## src/rtl/fwd_pkg.sv

```systemverilog
// Shared types and helpers for the branch operand forwarding unit.
//   reg_idx_t    : architectural register index
//   pend_entry_t : one in-flight divider write {valid, rd}
//   fwd_match    : true when a writer with enable `we` targets a
//                  non-zero register equal to `addr`
package fwd_pkg;

  typedef logic [4:0] reg_idx_t;

  typedef struct packed {
    logic     valid;
    reg_idx_t rd;
  } pend_entry_t;

  // x0 is hard-wired to zero, so it never matches a writer.
  function automatic logic fwd_match(reg_idx_t addr, reg_idx_t rd, logic we);
    return we && (rd == addr) && (addr != '0);
  endfunction

endpackage

```

## src/rtl/pend_fifo.sv

```systemverilog
// Ordered tag FIFO of in-flight divider destinations.
// Divides retire in issue order: push at tail, pop at head.
// Ports:
//   clk, rst_n            : clock, synchronous active-low reset
//   push, push_rd         : enqueue a destination (rd==0 is ignored)
//   pop                   : retire the head entry (ignored when empty)
//   flush                 : drop every entry; beats push/pop
//   q_addr                : NQ lookup addresses, 5 bits each
//   q_hit                 : lookup matches any valid entry
//   q_head_sole           : lookup matches the head and no younger entry
//   count, full           : occupancy
module pend_fifo
  import fwd_pkg::*;
#(
  parameter int NPEND = 4,
  parameter int NQ    = 3
) (
  input  logic                       clk,
  input  logic                       rst_n,
  input  logic                       push,
  input  logic [4:0]                 push_rd,
  input  logic                       pop,
  input  logic                       flush,
  input  logic [NQ*5-1:0]            q_addr,
  output logic [NQ-1:0]              q_hit,
  output logic [NQ-1:0]              q_head_sole,
  output logic [$clog2(NPEND):0]     count,
  output logic                       full
);

  localparam int PW = $clog2(NPEND);
  localparam int CW = PW + 1;

  pend_entry_t [NPEND-1:0] ent_q, ent_d;
  logic [PW-1:0]           head_q, head_d, tail_q, tail_d;
  logic [CW-1:0]           count_q, count_d;
  logic                    push_ok, pop_ok;

  assign full  = (count_q == CW'(NPEND));
  assign count = count_q;

  always_comb begin
    ent_d   = ent_q;
    head_d  = head_q;
    tail_d  = tail_q;
    count_d = count_q;
    pop_ok  = pop && (count_q != '0);
    // A full FIFO still accepts a push when the head retires the same cycle.
    push_ok = push && (push_rd != '0) && (!full || pop_ok);
    if (flush) begin
      ent_d   = '0;
      head_d  = '0;
      tail_d  = '0;
      count_d = '0;
    end else begin
      // Pop before push: when full, head==tail and the slot is reused.
      if (pop_ok) begin
        ent_d[head_q].valid = 1'b0;
        head_d              = head_q + 1'b1;
      end
      if (push_ok) begin
        ent_d[tail_q].valid = 1'b1;
        ent_d[tail_q].rd    = push_rd;
        tail_d              = tail_q + 1'b1;
      end
      count_d = count_q + CW'(push_ok) - CW'(pop_ok);
    end
  end

  always_ff @(posedge clk) begin
    if (!rst_n) begin
      ent_q   <= '0;
      head_q  <= '0;
      tail_q  <= '0;
      count_q <= '0;
    end else begin
      ent_q   <= ent_d;
      head_q  <= head_d;
      tail_q  <= tail_d;
      count_q <= count_d;
    end
  end

  // Per-lookup match vector; every valid entry other than the head is
  // younger than the head, so masking the head bit yields the younger set.
  for (genvar j = 0; j < NQ; j++) begin : g_q
    logic [NPEND-1:0] match;
    logic [NPEND-1:0] younger;
    always_comb begin
      match = '0;
      for (int e = 0; e < NPEND; e++) begin
        match[e] = fwd_match(q_addr[j*5 +: 5], ent_q[e].rd, ent_q[e].valid);
      end
    end
    assign younger        = match & ~(NPEND'(1) << head_q);
    assign q_hit[j]       = |match;
    assign q_head_sole[j] = match[head_q] && (younger == '0);
  end

endmodule

```

## src/rtl/branch_fwd_scoreboard.sv

```systemverilog
// Decode-stage operand forwarding for branch compare / early resolve,
// with a scoreboard of in-flight multi-cycle divides.
// Ports:
//   clk, rst_n                      : clock, synchronous active-low reset
//   id_rs_addr/id_rs_data           : NREAD decode operands and RF data
//   id_rd/id_regwrite               : decode destination (WAW check)
//   src_rd/src_regwrite/src_memread/src_data : NSRC pipeline taps, 0 youngest
//   div_issue/div_rd                : divide leaving ID
//   div_done/div_res                : oldest pending divide completes
//   flush                           : abort all pending divides
//   id_rs_mod                       : forwarded operands
//   id_stall                        : hold ID/IF
//   div_issue_ok                    : scoreboard can take a divide
//   pend_count                      : pending divide count (registered)
//
// Divide handshake: a divide is accepted on a clk edge where
// div_issue && div_issue_ok (and no flush). div_issue_ok does not depend
// on div_issue, so the issuer may look at it before asserting div_issue.
// Issuing while !div_issue_ok drops the divide and raises id_stall.
module branch_fwd_scoreboard
  import fwd_pkg::*;
#(
  parameter int XLEN  = 32,
  parameter int NREAD = 2,
  parameter int NSRC  = 2,
  parameter int NPEND = 4
) (
  input  logic                       clk,
  input  logic                       rst_n,
  input  logic [NREAD*5-1:0]         id_rs_addr,
  input  logic [NREAD*XLEN-1:0]      id_rs_data,
  input  logic [4:0]                 id_rd,
  input  logic                       id_regwrite,
  input  logic [NSRC*5-1:0]          src_rd,
  input  logic [NSRC-1:0]            src_regwrite,
  input  logic [NSRC-1:0]            src_memread,
  input  logic [NSRC*XLEN-1:0]       src_data,
  input  logic                       div_issue,
  input  logic [4:0]                 div_rd,
  input  logic                       div_done,
  input  logic [XLEN-1:0]            div_res,
  input  logic                       flush,
  output logic [NREAD*XLEN-1:0]      id_rs_mod,
  output logic                       id_stall,
  output logic                       div_issue_ok,
  output logic [$clog2(NPEND):0]     pend_count
);

  localparam int NQ = NREAD + 1;  // one lookup per operand plus id_rd

  logic [NQ-1:0]    q_hit;
  logic [NQ-1:0]    q_head_sole;
  logic             full;
  logic [NREAD-1:0] op_stall_vec;
  logic             waw_stall;
  logic             struct_stall;

  pend_fifo #(
    .NPEND (NPEND),
    .NQ    (NQ)
  ) u_pend (
    .clk         (clk),
    .rst_n       (rst_n),
    .push        (div_issue),
    .push_rd     (div_rd),
    .pop         (div_done),
    .flush       (flush),
    .q_addr      ({id_rd, id_rs_addr}),
    .q_hit       (q_hit),
    .q_head_sole (q_head_sole),
    .count       (pend_count),
    .full        (full)
  );

  assign div_issue_ok = !full || div_done;

  // Per-operand priority mux: x0, then youngest pipeline source, then
  // scoreboard (bypass the retiring divide only if it is the sole match),
  // then register file.
  for (genvar i = 0; i < NREAD; i++) begin : g_op
    logic [4:0]      addr;
    logic [XLEN-1:0] op_mod;
    logic            op_stall;
    logic            found;
    assign addr = id_rs_addr[i*5 +: 5];
    always_comb begin
      op_mod   = id_rs_data[i*XLEN +: XLEN];
      op_stall = 1'b0;
      found    = 1'b0;
      if (addr == '0) begin
        op_mod = '0;
      end else begin
        for (int k = 0; k < NSRC; k++) begin
          if (!found && fwd_match(addr, src_rd[k*5 +: 5], src_regwrite[k])) begin
            found = 1'b1;
            if (src_memread[k]) op_stall = 1'b1;
            else                op_mod   = src_data[k*XLEN +: XLEN];
          end
        end
        if (!found && q_hit[i]) begin
          if (div_done && q_head_sole[i]) op_mod   = div_res;
          else                            op_stall = 1'b1;
        end
      end
    end
    assign id_rs_mod[i*XLEN +: XLEN] = op_mod;
    assign op_stall_vec[i]           = op_stall;
  end

  // A write to a register that a divide will still write later would be
  // overtaken by the divide result; the retiring head entry is harmless.
  assign waw_stall = id_regwrite && (id_rd != '0) && q_hit[NREAD]
                     && !(div_done && q_head_sole[NREAD]);

  assign struct_stall = div_issue && !div_issue_ok;

  assign id_stall = !flush && ((|op_stall_vec) || waw_stall || struct_stall);

  always_ff @(posedge clk) begin
    if (rst_n && !flush) begin
      assert (!(div_issue && !div_issue_ok));
    end
  end

endmodule

```

## config.mk

```make
export PLATFORM = sky130hd
export DESIGN_NAME = branch_fwd_scoreboard
export DESIGN_NICKNAME = d
export VERILOG_FILES = /design/src/rtl/fwd_pkg.sv /design/src/rtl/pend_fifo.sv /design/src/rtl/branch_fwd_scoreboard.sv
export SDC_FILE = /design/constraint.sdc
export NUM_CORES = 1
export LEC_CHECK = 0
export ABC_AREA = 1
export CAP_MARGIN = 20
export CORE_AREA = 8 8 125 127
export CTS_BUF_LIST = sky130_fd_sc_hd__clkbuf_8
export DETAILED_ROUTE_END_ITERATION = 6
export DIE_AREA = 0 0 133 135
export PLACE_DENSITY = 0.85
export SETUP_SLACK_MARGIN = 0.5
export SLEW_MARGIN = 5
export SYNTH_ARGS = -nofsm -noshare
export SYNTH_HDL_FRONTEND = slang
export SYNTH_HIERARCHICAL = 1
export SYNTH_SLANG_ARGS = --single-unit
```

## constraint.sdc

```tcl
create_clock -name clk -period 6 [get_ports clk]
set_clock_uncertainty 0.05 [all_clocks]
set_input_delay 1.5 -clock clk [delete_from_list [all_inputs] [get_ports clk]]
set_output_delay 1.5 -clock clk [all_outputs]
set_load 0.03 [all_outputs]
```

Word-level counts from Yosys, hierarchy flattened. Cells that the tools add are included.

Word-level logic and storage cells: 174. Bits in registers: 31.

Reductions and logical operators: 79. Shifts and indexed selects: 1. Bitwise gates (word level): 5. Muxes and demuxes: 53. Add/sub/neg operators: 4. $lt $le $gt $ge: 4. Equal/unequal tests: 17.

Operators by type and width (count): 2-to-1 mux 32 bit (14); == test 5 bit (16); bitwise mux 24 bit (3); 2-to-1 mux 24 bit (3); logical AND 1 bit (52); demux 6 bit (select 2 bit) (3); 2-to-1 mux 1 bit (24); nonzero test 5 bit (4); AND 4 bit (3); logical NOT 4 bit (3); 2-to-1 mux 6 bit (2); OR reduction 4 bit (3); logical NOT 5 bit (2); logical NOT 1 bit (8); binary-select mux 1 bit (select 2 bit) (3); less-than comparator 2 x 3 -> 1 bit, second input constant (2); 2-to-1 mux 5 bit (1); adder 2 x 1 -> 2 bit, second input constant (2); >= comparator 2 x 1 -> 1 bit, second input constant (2); logical OR 1 bit (4); inverter 4 bit (1); OR reduction 2 bit (2); << shifter 1 x 2 -> 4 bit, first input constant (1); adder 3 x 1 -> 3 bit (1); other kinds (4) (4).

Depth between registers and ports, before layout.
Word-level depth: 17. Depth in mapped cells: 19. Mapped depth without buffers: 19.

By module. The synthesis kept the hierarchy.

By module, submodules not included: branch_fwd_scoreboard (cells an instance 780, times used 1, area each 3420.8 um2); pend_fifo (cells an instance 465, times used 1, area each 2631.3 um2).

Worst setup path after synthesis. No wires, ideal clock.

Path type: input-to-output. Start point: input id_rs_addr[3]. End point: output id_rs_mod[20]. Setup slack: 1123 ps. Path buffers: 2. Data required time: 4450 ps. Arrival time: 3327 ps. Stages on the path: 16. Cells stage by stage: inv_1 > nand3_1 > nor2_1 > nor2_1 > nand3_1 > o21ai_0 > nor2_1 > nand2_1 > inv_1 > nand2_1 > nand3b_4 > inv_2 > buf_6 > buf_6 > nand2_1 > a21oi_1.

Elaborated cells between the ends (all ways): 41.

RTL lines: start: declaration (RTL line branch_fwd_scoreboard.sv:30) `input logic [NREAD*5-1:0] id_rs_addr,`; == test 5 bit (RTL line fwd_pkg.sv:17) `return we && (rd == addr) && (addr != '0);`; logical AND 1 bit (2 in series) (RTL line fwd_pkg.sv:17); binary-select mux 1 bit (select 2 bit) / AND 4 bit (equally long branches) (RTL line pend_fifo.sv:97, pend_fifo.sv:95); 2-to-1 mux 1 bit (implied by the code) / logical NOT 4 bit (equally long branches) (RTL line pend_fifo.sv:97) `assign q_head_sole[j] = match[head_q] && (younger == '0);`; logical AND 1 bit * (RTL line pend_fifo.sv:97); named net q_head_sole[0] (RTL line branch_fwd_scoreboard.sv:52) `logic [NQ-1:0] q_head_sole;`; logical AND 1 bit * (RTL line branch_fwd_scoreboard.sv:101) `if (div_done && q_head_sole[i]) op_mod = div_res;`; 2-to-1 mux 32 bit * (RTL line branch_fwd_scoreboard.sv:101); 2-to-1 mux 32 bit * (RTL line branch_fwd_scoreboard.sv:100) `if (!found && q_hit[i]) begin`; 2-to-1 mux 32 bit * (RTL line branch_fwd_scoreboard.sv:90) `if (addr == '0) begin`; end: declaration (RTL line branch_fwd_scoreboard.sv:43) `output logic [NREAD*XLEN-1:0] id_rs_mod,`.

The timed path passes the listed nets; every way through them passes the cells marked *. The select of a mux whose other input is x is not followed.

Worst setup path after layout.
Start point: input src_rd[3]. End point: output id_rs_mod[0].

Word-level cells in the longest chain between the ends: 13. Elaborated cells between the ends (all ways): 17.

RTL lines: start: declaration (RTL line branch_fwd_scoreboard.sv:34) `input logic [NSRC*5-1:0] src_rd,`; == test 5 bit * (RTL line fwd_pkg.sv:17); logical AND 1 bit * (2 in series) (RTL line fwd_pkg.sv:17); 2-to-1 mux 1 bit (RTL line branch_fwd_scoreboard.sv:94) `if (!found && fwd_match(addr, src_rd[k*5 +: 5], src_regwrite[k])) begin`; 2-to-1 mux 1 bit (RTL line branch_fwd_scoreboard.sv:90); logical NOT 1 bit (RTL line branch_fwd_scoreboard.sv:94); logical AND 1 bit (RTL line branch_fwd_scoreboard.sv:94); 2-to-1 mux 1 bit (RTL line branch_fwd_scoreboard.sv:94); 2-to-1 mux 1 bit (RTL line branch_fwd_scoreboard.sv:90); logical NOT 1 bit (RTL line branch_fwd_scoreboard.sv:100); logical AND 1 bit (RTL line branch_fwd_scoreboard.sv:100); 2-to-1 mux 32 bit * (RTL line branch_fwd_scoreboard.sv:100); 2-to-1 mux 32 bit * (RTL line branch_fwd_scoreboard.sv:90).

Every way passes the cells marked *; elsewhere a longest branch is shown, timed or not. The select of a mux whose other input is x is not followed.

==> impl_metrics.toml <==
[outcome]
outcome = "finished clean"

[place]
gp_congestion = 1.02
numPortBuffers = 268
dp.final_hpwl_mm = 25.2
place_inst = 1669

[floorplanning]
initial_utilization = 0.445
dieArea_mm2 = 0.0180
rows = 43
die_x_um = 133
die_h_um = 135
ioPinCount = 269
core_area_mm2 = 0.0136

[global_route]
busiest_layer = "met2"
grt_antenna_before_repair = 1
use_met2 = 0.585
grt_overflow = 0
grt_use_total = 0.333
grt_pass1_vias = 8566
grtUsageMet3 = 0.0490
grt_max_degree = 36
grtUsageMet1 = 0.390
grt_first_pass_wirelength_mm = 48.1

[timing]
min_period_ps = 5350
max_slew_margin = 0.622
maxSlewViolCount = 0
rsz0062_at_grt = "false"
tns_ps = 0
tightest_slew_ps = 564
finalCritPeriodShare = 0.892
fmax_mhz = 187
hold_viol = 0
whs_ps = 426
finalSetupViolations = 0

[logic_synthesis]
yosysTopAreaCell = "nand2_1"
yosys.area_share.xor_xnor = 0.0203
synth_area_leaders = "nand2_1, nor2_1, dfxtp_1"
seq_area_frac_synth = 0.103
synth.top_cell.area_share = 0.254
yosys.area_share.simple = 0.511
synth_top_family_by_area = "simple AND/OR/NAND/NOR gates"
synth_ff_type = "dfxtp_1"
synth-edff-count = 0
synthAdderAreaFrac = 0.0240
synth.area.mux_share = 0
synth_compound_area_frac = 0.209
synth.ff_latch_count = 31
synthTopCellsByCount = "nand2_1, nor2_1, inv_1"
synth_cell_types = 35
synthCells = 1245
synth_nets = 1456
yosysWarnings = 6
syn_avg_cell_area_um2 = 4.86
syn_area_mm2 = 0.00605
async_reset_ff_frac = 0
synth_most_common_cell = "nand2_1"

[route]
wl_mm = 31.9
drtIter0Drc = 1044
routed_via_density = 5.52
detail_route.wl_per_cell_um = 19.0
drcViolationCount = 0
antenna_left = 0
firstDrtPassIters = 6
vias = 9266

[clocking]
post_cts_buffers = 0
root_buffer = "clkbuf_8"
clock_latency_ps = 290
clock-sinks = 31
clkSlewWorstSetupHoldPaths_ps = 70
htreeDepth = 2
cts_tree = "yes"
clock_path_buffers = 2
cts_made_buffers = 5
cts.hold.buffers_added = 0

[power]
power.total_mw = 0.973
p_leak_nw = 4.30
ir_drop_uv = 158
power.density_mw_per_mm2 = 107

[setup_path]
critical_path_class = "in -> out"
cp.required_ps = 4450
arrival_ps = 3800
crit_path_start_kind = "input port"
r2r_setup_slack_ps = 3670
worstPathMaxFanout = 19
end_kind = "output pin"

[worst_hold_path]
hold_path_class = "reg -> reg"

[layout]
nets = 1709
instances_no_fill = 1680
final_util = 0.670
nFillCells = 1355
drive_gt1_frac = 0.113
syn2layout_area_growth_pct = 50.6

[job]
maxCapViolations = 0
sequential cells by signal, summed over array words and instances, names as in the netlist:
register / flops
u_pend/tail_q: 2
u_pend/ent_q: 24
u_pend/count: 3
u_pend/head_q: 2
per-stage QoR:
step	setup slack [ps]	area, um^2
5_1_grt	509	9110
2_1_floorplan	1120	6050
4_1_cts	522	9030
3_5_place_dp	190	8880
3_3_place_gp	179	8880
6_report	651	9110
routing by layer:
metal,wire length [um],up-vias
met1,11700,4110
met3,3320,105
met2,15400,611
met4,1520,0
met5,0,-
li1,-,4440
area by class of cell:
type	instances	area [um^2]	share of cell area
Antenna cell	1	2.50	0.000275
Clock buffer	6	82.6	0.00906
Clock inverter	2	35.0	0.00384
Inverter	144	558	0.0612
Multi-Input combinational cell	1016	4690	0.515
Sequential cell	31	621	0.0681
Tap cell	180	225	0.0247
Timing Repair Buffer	299	2890	0.317
Timing Repair inverter	1	7.51	0.000824
cells in the final DEF, fill, tap and decap left out, types with 10 or more instances in the layout:
master,n
buf_4,83
clkdlybuf4s50_1,191
o21ai_1,32
dfxtp_1,31
o31ai_1,32
ha_1,10
o21ai_0,63
nand3_1,71
inv_2,16
xnor2_1,12
nand2_1,407
buf_12,11
nor2_1,243
a21oi_1,99
nor2_2,11
inv_1,119
worst max-delay path, stage by stage:
cell             delay (ps)
clkdlybuf4s50_1         540
xnor2_1                 130
nand2_1                  90
nor2_2                  180
nand2_4                 170
inv_4                   230
buf_4                   190
nor2_1                   40
o21ai_0                 190
nand3_1                 120
a21oi_1                 250
buf_12                  160
power breakdown:
part           total (mW)  switching, mW  internal [mW]
logic               0.537          0.294          0.242
registers           0.222         0.0100          0.212
clock network       0.215         0.0805          0.134
total               0.973          0.385          0.589
final timing paths:
check / from / to / cells after the start
max reg2reg: u_pend/count[1] / u_pend/count[2] / 8
min reg2reg: u_pend/ent_q[5] / u_pend/ent_q[5] / 2
max: src_rd[3] / id_rs_mod[0] / 12
min: u_pend/ent_q[5] / u_pend/ent_q[5] / 2
logic make-up after synthesis:
logic type / after synthesis
compound gates: 232
buf+inv: 198
fa+ha+maj: 11
flops: 31
xor+xnor: 14
simple gates: 759
timing repair:
action                                  in CTS  in global routing
endpoints found under the setup margin      65                 65
gates resized for setup                     22                 36
pin swaps                                    0                  1
endpoints found under the hold margin        0                  0
gates cloned                                 1                  1
Note: power is estimated with default switching activity, not from simulation.
